`config.mk`:
```
export PLATFORM = sky130hd
export DESIGN_NAME = mac_tx_scheduler
export DESIGN_NICKNAME = d
export VERILOG_FILES = /design/src/rtl/mac_tx_scheduler.sv
export SDC_FILE = /design/constraint.sdc
export NUM_CORES = 1
export LEC_CHECK = 0
export ABC_AREA = 1
export CAP_MARGIN = 20
export CORE_MARGIN = 3
export CORE_UTILIZATION = 60
export DETAILED_ROUTE_END_ITERATION = 7
export GPL_TIMING_DRIVEN = 0
export PLACE_DENSITY_LB_ADDON = 0.08
export SLEW_MARGIN = 10
export SYNTH_ARGS = -nofsm -noshare
export SYNTH_HDL_FRONTEND = slang
export SYNTH_SLANG_ARGS = --single-unit
```
`constraint.sdc`:
```
create_clock -name clk -period 5.5 [get_ports clk]
set_input_delay 1.1 -clock clk [delete_from_list [all_inputs] [get_ports clk]]
set_output_delay 1.1 -clock clk [all_outputs]
set_load 0.005 [all_outputs]
```
`src/rtl/mac_tx_scheduler.sv`:
```
// mac_tx_scheduler: FIFO-buffered response words issued to mac_tx as start pulses separated by a fixed hold-off
module mac_tx_scheduler #(
  parameter int DEPTH = 8,
  parameter int HOLDOFF = 336
) (
  input  logic                     clk,
  input  logic                     rstn,
  input  logic [15:0]              in_data,
  input  logic                     in_valid,
  output logic                     in_ready,
  output logic [15:0]              data,
  output logic                     start,
  output logic                     busy,
  output logic [$clog2(DEPTH):0]   occupancy,
  output logic                     overflow
);
  localparam int AW = $clog2(DEPTH);
  localparam int CW = $clog2(HOLDOFF) + 1;
  typedef enum logic [1:0] {IDLE, START, HOLD} state_t;
  state_t          state_q;
  logic [15:0]     mem_q [DEPTH];
  logic [AW-1:0]   wr_ptr_q, rd_ptr_q;
  logic [AW:0]     occ_q, occ_d;
  logic [CW-1:0]   cnt_q;
  logic [15:0]     data_q;
  logic            start_q, busy_q, ovf_q;
  logic            push, pop, active_d;
  assign in_ready  = occ_q != (AW+1)'(DEPTH);
  assign push      = in_valid && in_ready;
  assign pop       = state_q == IDLE && occ_q != '0;
  assign occ_d     = occ_q + (AW+1)'(push) - (AW+1)'(pop);
  assign active_d  = pop || state_q == START || (state_q == HOLD && cnt_q != '0);
  assign data      = data_q;
  assign start     = start_q;
  assign busy      = busy_q;
  assign occupancy = occ_q;
  assign overflow  = ovf_q;
  always_ff @(posedge clk)
    if (push) mem_q[wr_ptr_q] <= in_data;
  always_ff @(posedge clk or negedge rstn)
    if (!rstn) begin
      wr_ptr_q <= '0;
      rd_ptr_q <= '0;
      occ_q    <= '0;
      ovf_q    <= 1'b0;
      busy_q   <= 1'b0;
    end else begin
      wr_ptr_q <= push ? wr_ptr_q + AW'(1) : wr_ptr_q;
      rd_ptr_q <= pop ? rd_ptr_q + AW'(1) : rd_ptr_q;
      occ_q    <= occ_d;
      ovf_q    <= ovf_q | (in_valid & ~in_ready);
      busy_q   <= active_d | (occ_d != '0);
    end
  always_ff @(posedge clk or negedge rstn)
    if (!rstn) begin
      state_q <= IDLE;
      data_q  <= '0;
      start_q <= 1'b0;
      cnt_q   <= '0;
    end else begin
      start_q <= 1'b0;
      case (state_q)
        IDLE: if (pop) begin
          data_q  <= mem_q[rd_ptr_q];
          start_q <= 1'b1;
          state_q <= START;
        end
        START: begin
          cnt_q   <= CW'(HOLDOFF - 1);
          state_q <= HOLD;
        end
        HOLD: if (cnt_q == '0) state_q <= IDLE;
              else cnt_q <= cnt_q - CW'(1);
        default: state_q <= IDLE;
      endcase
    end
endmodule

```
Word level (Yosys, flattened, before mapping)
Memory sizes are Yosys's and may differ from the RTL's. A register that Yosys moved wholly into a read port is not among the register bits. Index checks and enable logic that the tools add are counted.

Register bits: 25. Bits in writable memories: 128. Input port bits: 19. Output and inout bits: 24. Word-level logic and storage cells: 48. Memories: 1.

Memories: mem_q (depth 8, width 16, rd ports 1, clocked after memory_dff 1, wr ports 1, line 21) `logic [15:0] mem_q [DEPTH];`.

$add $sub $neg: 5. Eq/ne operators: 6. Multiplexer cells: 9. Bitwise gates (word level): 4. Reductions and logical operators: 15.

Operator list (number): $pmux 10 s2 (1); $logic_not 10->1 (1); $mux 10 (1); $reduce_bool 10->1 (1); $sub 10x1->10 const B (1); $reduce_bool 4->1 (2); $add 3x1->3 const B (2); $pmux 2 s3 (1); $reduce_and 2->1 (3); $add 4x1->4 (1); $mux 1 (4); $mux 2 (2); $ne 2x2->1 const B (2); $ne 4x4->1 const B (1); $sub 4x1->4 (1); $logic_and 1x1->1 (3); $eq 2x1->1 const B (1); $eq 2x2->1 const B (1); $logic_not 2->1 (1); $logic_or 1x1->1 (2); $ne 2x1->1 const B (1); $or 1x1->1 (2); $reduce_bool 2->1 (1); $and 1x1->1 (1); 2 further kinds (2).

Logic depth before layout (Yosys ltp)
Gate-level depths: netlist of run 1.

Word-level depth: 6. Depth in mapped cells: 16. Mapped depth without buffers: 15.

Worst setup path before layout of run 1
No wires, ideal clock.

Path type: in2reg. From: input port in_valid. To: register busy_q (netlist: busy). Library setup time: 131 ps. Arrival: 2502 ps. Required time: 5369 ps. Slack: 2867 ps. Stages on the path: 11. Buffers on the path: 0. Cell sequence: nand2_1 -> ha_1 -> inv_1 -> ha_1 -> inv_1 -> fa_1 -> inv_1 -> nor2_1 -> nand3_1 -> nor2_1 -> nand3_1.

Word-level cells in the longest chain between the ends: 5.

RTL lines: from (decl) (line 9) `input logic in_valid,`; $logic_and 1x1->1 (line 29) `assign push = in_valid && in_ready;`; $add 4x1->4 (line 31) `assign occ_d = occ_q + (AW+1)'(push) - (AW+1)'(pop);`; $sub 4x1->4 (line 31); net occ_d[1] (line 23) `logic [AW:0] occ_q, occ_d;`; $reduce_bool 4->1 (line 52) `busy_q <= active_d | (occ_d != '0);`; $or 1x1->1 (line 52); to (signal assigned) (line 52); to (decl) (line 26) `logic start_q, busy_q, ovf_q;`.

The timed path passes the listed nets, and every way through them passes these cells. A chain may end at the register's enable or synchronous reset.

Worst setup path after layout of run 1
From: register occ_q[2] (netlist: occupancy[2]). To: register busy_q (netlist: busy).

Elaborated cells between the ends (all ways): 10. Classes of those cells: add/sub: 2; eq/ne: 1; bitwise: 1; reduce/logical: 6.

RTL lines: from (decl) (line 23); from (signal assigned) (line 44) `occ_q <= '0;`; from (signal assigned) (line 50) `occ_q <= occ_d;`; $reduce_bool 4->1 (line 30) `assign pop = state_q == IDLE && occ_q != '0;`; $logic_and 1x1->1 (line 30); net pop (line 27) `logic push, pop, active_d;`; $sub 4x1->4 (line 31); net occ_d[1] (line 23); $reduce_bool 4->1 (line 52); $or 1x1->1 (line 52).

The timed path passes the listed nets, and every way through them passes these cells.

==> impl_metrics.tcl, run 1 <==
set metrics [dict create \
    post-route-util_pct 74.8 \
    post_cts_buffers 0 \
    cts_hold_buf 0 \
    fmax_ghz 0.333 \
    place_area_um2 7650 \
    hold_ws_ns 0.479 \
    portBuffers 42 \
    finalClockSkew_ns 0.00673 \
    final_max_slew_viol_count 0 \
    grt_pass1_vias 4851 \
    drt_iter0_markers 666 \
    p_leak_nw 3.09 \
    layoutNonFillerInstCount 805 \
    fin_area_um2 8250 \
    vias 4834 \
    gp_congestion 0.824 \
    die-area_um2 12800 \
    crit_arrival_ns 3.30 \
    clk_pin_slew_worst_paths_ns 0.06 \
    finalSetupViolations 0 \
    first_pass_iters 5 \
    cts_root_buf "clkbuf_16" \
    hold_viol_final 0 \
    synth_warnings 0 \
    outcome "finished, final reports clean" \
    synth_flop_cell "edfxtp_1" \
    diodes 0 \
    post_cts_resized 0 \
    relSlewSlack_pct 53.8 \
    avgSynthCellArea_um2 11.9 \
    required_ns 5.80 \
    antenna_found_initial 0 \
    rsz0062_at_grt "no" \
    clock-sinks 169 \
    via_per_inst 6.00 \
    cp_num_buf_inv 6 \
    mostFrequentLayoutCells "128 x edfxtp_1, 111 x nor2_1, 69 x nand2_1" \
    setup_tns_ns 0 \
    worst_slew_pin_slew_ns 0.693 \
    power.total_mw 3.24 \
    coreArea_um2 11000 \
    clock_latency_ns 0.42 \
    syn-cell-area_um2 6910 \
    cp_common_cell "inv_1" \
    core.rowCount 38 \
    grt_pass1_wl_um 25900 \
    ys_ff_latch 169 \
    critical_path.endpoint_type "flop" \
    worstPathMaxFanout 11 \
    antenna_left 0 \
    syn_to_final_growth_pct 19.4 \
    io_pins 43 \
    htree_levels 4 \
    cp_slowest_cell "fa_1" \
    wl_per_cell_um 20.3 \
    crit_type "flop to flop" \
    maxCapViolations 0 \
    setup_slack_ns 2.50 \
    cts_buffer_depth 2 \
    nets 681 \
    synthCells 582 \
    die_x_um 113 \
    grt_start_max_net_pins 29 \
    overflow 0 \
    power_density_nw_per_um2 392 \
    fin_crit_ns 3.00 \
    initial_core_util_pct 62.6 \
    syn-num-nets 611 \
    drive_gt1_share_pct 12.2 \
    async_flop_share_pct 24.3 \
    fp.dieH_um 113 \
    grt_usage_pct 27.2 \
    crit_family "adder cells" \
    startpoint_type "flop" \
    period_share_pct 54.6 \
    dpl.hpwl_um 10600 \
    ir_drop_mv 0.269 \
    max_stage_delay_ns 0.48 \
    route.detailed.drc 0 \
    seq_area_frac_synth_pct 70.5 \
    place_inst 773 \
    routed_wl_um 16300 \
    worstPathCellList "inv_1 -> ha_1 -> nand3_1 -> nand2_1 -> inv_2 -> buf_2 -> ha_1 -> inv_1 -> ha_1 -> inv_1 -> fa_1 -> inv_1 -> nor2_1 -> nand3_1 -> nor2_1 -> nand3_1" \
    synth_edf_count 128 \
    cts_made_buffers 17 \
    mostFrequentLayoutCell "edfxtp_1" \
    hp-class "flop to flop" \
    pre_cts_slack_ns 2.18 \
    yosysUniqueCellTypes 32 \
    cts_tree "yes" \
]
-- worst register-to-register path: stages, from the launching register on --
cell,delay [ns]
dfrtp_1,0.34
inv_1,0.07
ha_1,0.19
nand3_1,0.08
nand2_1,0.10
inv_2,0.22
buf_2,0.37
ha_1,0.30
inv_1,0.06
ha_1,0.15
inv_1,0.05
fa_1,0.48
inv_1,0.05
nor2_1,0.12
nand3_1,0.10
nor2_1,0.10
nand3_1,0.07
-- path summary, 6_finish.rpt --
check | cells past startpoint | startpoint | slack [ns] | to
max in group asynchronous | 2 | rstn | 4.46 | start$_DFF_PN0_
hold / removal | 1 | overflow$_DFF_PN0_ | 0.48 | overflow$_DFF_PN0_
setup / recovery | 16 | occupancy[2]$_DFF_PN0_ | 2.50 | busy$_DFF_PN0_
setup reg to reg | 16 | occupancy[2]$_DFF_PN0_ | 2.50 | busy$_DFF_PN0_
min in group asynchronous | 1 | rstn | 0.58 | rd_ptr_q[2]$_DFFE_PN0P_
hold reg to reg | 1 | overflow$_DFF_PN0_ | 0.48 | overflow$_DFF_PN0_
-- power by group --
| group | internal, mW | switching (mW) |
|---|---|---|
| clock | 0.718 | 0.492 |
| sequential | 1.55 | 0.0519 |
| combinational | 0.158 | 0.263 |
-- layer usage --
layer / up-vias / track usage, % / wire [um]
met4: 0 / 10.0 / 356
met5: - / 0 / 0
met3: 36 / 6.90 / 1550
li1: 2172 / - / -
met1: 2345 / 35.0 / 6370
met2: 281 / 45.0 / 8040
-- flip-flops by register name, indices dropped and copies added, names as in the netlist, 2 cells and up --
name / count
rd_ptr_q: 3
wr_ptr_q: 3
state_q: 2
occupancy: 4
mem_q: 128
cnt_q: 10
data: 16
-- area by class of cell --
type	count	area, um2
tap	140	175
clock buffer	18	429
fill	707	2780
inverter	28	105
multi-input combinational	357	1810
clock inverter	14	171
buffer	28	144
timing repair buffer	51	544
sequential	169	4870
-- cells in the mapped netlist (all sizes together) (2+ instances only) --
library cell    n  share of area (%)
xor2            7               0.89
or2             2               0.18
edfxtp        128                 56
o21ai          72                5.4
nand2          72                4.2
o211ai         32                3.5
clkbuf         10               0.60
buf            18                1.5
inv            27                1.5
nand3          36                2.7
nor2          121                6.7
ha              9                1.6
dfrtp          41                 15
-- cell families (layout without fill, tap and decap cells) --
family	count (synthesis)	after routing	synth area share (%)
AOI/OAI and AO/OA	106	106	9.04
buffers and inverters	56	139	3.60
xor gates and xnor gates	8	8	1.01
and+or+nand+nor	233	233	13.9
adders and majority gates	10	10	1.92
DFF	169	169	70.5
No activity file was read; power rests on OpenSTA's default activity.
==> run 2, diff against run 1 <==
--- a/config.mk
+++ b/config.mk
@@ -8,7 +8,7 @@
 export ABC_AREA = 1
 export CAP_MARGIN = 20
 export CORE_MARGIN = 3
-export CORE_UTILIZATION = 60
+export CORE_UTILIZATION = 59
 export DETAILED_ROUTE_END_ITERATION = 7
 export GPL_TIMING_DRIVEN = 0
 export PLACE_DENSITY_LB_ADDON = 0.08
==> constraint.sdc (replaced) <==
create_clock -name clk -period 3 [get_ports clk]
set_input_delay 0.6 -clock clk [delete_from_list [all_inputs] [get_ports clk]]
set_output_delay 0.6 -clock clk [all_outputs]
set_load 0.005 [all_outputs]
==> run 2 against run 1 <==
Hold slack worse by 0.34 ns. Largest cell class unchanged. Clock skew grew 0.0015 ns. Total power increased by 74%. Count of clock-buffer cells in the layout is 2 higher. Fmax is 10% higher. First-iteration DRC count is 42% lower. Setup slack worse by 2.2 ns. Critical path depth unchanged. Clock power is 60% higher. Cell count up 0.25%. Via count decreased by 1.2%.
==> impl_metrics.tcl, run 2 (same netlist as run 1, synthesis figures left out) <==
set metrics [dict create \
    mostFrequentLayoutCell "edfxtp_1" \
    clock-sinks 169 \
    setup_slack_ns 0.270 \
    syn_to_final_growth_pct 18.8 \
    finalClockSkew_ns 0.00819 \
    coreArea_um2 11100 \
    post-route-util_pct 73.8 \
    clock_latency_ns 0.42 \
    max_stage_delay_ns 0.47 \
    startpoint_type "flop" \
    mostFrequentLayoutCells "128 x edfxtp_1, 111 x nor2_1, 68 x nand2_1, 68 x o21ai_0" \
    clk_pin_slew_worst_paths_ns 0.06 \
    fp.dieH_um 114 \
    drive_gt1_share_pct 11.8 \
    required_ns 3.28 \
    hold_viol_final 0 \
    initial_core_util_pct 62.1 \
    cts_made_buffers 17 \
    pre_cts_slack_ns 0.0184 \
    period_share_pct 91.0 \
    vias 4775 \
    grt_usage_pct 26.0 \
    relSlewSlack_pct 51.7 \
    io_pins 43 \
    first_pass_iters 5 \
    grt_pass1_vias 4662 \
    hp-class "input port to asynchronous set/reset pin" \
    cp_slowest_cell "fa_1" \
    gp_congestion 0.833 \
    cts_hold_buf 0 \
    cp_common_cell "inv_1" \
    largest_register_ffs 128 \
    via_per_inst 5.92 \
    maxCapViolations 0 \
    crit_arrival_ns 3.01 \
    antenna_found_initial 0 \
    grt_start_max_net_pins 24 \
    worstPathMaxFanout 11 \
    worst_slew_pin_slew_ns 0.725 \
    rsz0062_at_grt "no" \
    die_x_um 114 \
    wl_per_cell_um 20.0 \
    worstPathCellList "inv_1 -> ha_1 -> nand3_1 -> nand2_2 -> clkinv_4 -> buf_6 -> ha_1 -> inv_1 -> ha_1 -> inv_1 -> fa_1 -> inv_1 -> nor2_1 -> nand3_1 -> nor2_1 -> nand3_1" \
    htree_levels 4 \
    dpl.hpwl_um 10400 \
    die-area_um2 13000 \
    ir_drop_mv 0.531 \
    final_max_slew_viol_count 0 \
    overflow 0 \
    power_density_nw_per_um2 687 \
    crit_family "adder cells" \
    fin_area_um2 8210 \
    portBuffers 42 \
    cts_root_buf "clkbuf_16" \
    cp_num_buf_inv 6 \
    fmax_ghz 0.366 \
    crit_type "flop to flop" \
    route.detailed.drc 0 \
    critical_path.endpoint_type "flop" \
    p_leak_nw 3.07 \
    grt_pass1_wl_um 24800 \
    core.rowCount 38 \
    outcome "finished, final reports clean" \
    routed_wl_um 16100 \
    top_register "mem_q" \
    antenna_left 0 \
    cts_buffer_depth 2 \
    fin_crit_ns 2.73 \
    drt_iter0_markers 389 \
    cts_tree "yes" \
    finalSetupViolations 0 \
    place_area_um2 7660 \
    diodes 0 \
    nets 683 \
]
==> run 2: worst reg2reg max path, stage by stage (launching register included) <==
cell,delay [ns]
dfrtp_1,0.38
inv_1,0.11
ha_1,0.16
nand3_1,0.11
nand2_2,0.14
clkinv_4,0.07
buf_6,0.16
ha_1,0.28
inv_1,0.06
ha_1,0.17
inv_1,0.06
fa_1,0.47
inv_1,0.05
nor2_1,0.10
nand3_1,0.08
nor2_1,0.10
nand3_1,0.09
==> run 2: what timing repair did <==
action,4_1_cts,5_1_grt
setup endpoints to repair,0,1
setup buffers,0,2
resized for setup,0,6
==> run 2: final cells by class <==
cell class | count | area (um2)
multi-input cells | 357 | 1810
plain buffers | 28 | 150
clock buffers | 20 | 437
fillers | 740 | 2920
flip-flops and latches | 169 | 4870
well taps | 140 | 175
clock inverters | 12 | 83.8
repair buffers | 53 | 571
inverters | 28 | 110
==> run 2: metrics by stage <==
| step | setup TNS (ns) | hold slack [ns] | power [mW] | std cells |
|---|---|---|---|---|
| after floorplan | 0 | 0.304 | 3.36 | 582 |
| after global placement | -20.01 | 0.462 | 3.62 | 764 |
| after detailed placement | 0 | 0.465 | 3.74 | 773 |
| after CTS | 0 | 0.164 | 5.64 | 805 |
| after global routing | 0 | 0.187 | 5.87 | 807 |
| final | 0 | 0.144 | 5.64 | 807 |
==> run 2: final timing paths <==
| path | depth (start not counted) | from | to | slack, ns |
|---|---|---|---|---|
| max | 16 | occupancy[2]$_DFF_PN0_ | busy$_DFF_PN0_ | 0.27 |
| min | 1 | rstn | overflow$_DFF_PN0_ | 0.14 |
| max reg2reg | 16 | occupancy[2]$_DFF_PN0_ | busy$_DFF_PN0_ | 0.27 |
| min reg2reg | 2 | data[9]$_DFFE_PN0P_ | data[9]$_DFFE_PN0P_ | 0.47 |
| max in group asynchronous | 2 | rstn | cnt_q[0]$_DFFE_PN0P_ | 2.37 |
| min in group clk | 2 | data[9]$_DFFE_PN0P_ | data[9]$_DFFE_PN0P_ | 0.47 |
==> run 2: report_power, final <==
| part | switching, mW | total [mW] | internal [mW] |
|---|---|---|---|
| clock | 0.810 | 1.93 | 1.12 |
| sequential | 0.0951 | 2.94 | 2.85 |
| combinational | 0.475 | 0.764 | 0.289 |
| total | 1.38 | 5.64 | 4.26 |
==> run 2: metal layers <==
layer	GRT usage, %	vias to the layer above	routed length, um	share of wire, %
met5	0	-	0	0
met4	10.6	0	372	2.3
met3	6.40	38	1460	9.1
met2	41.4	254	7790	48
met1	34.6	2309	6480	40
li1	-	2174	-	-
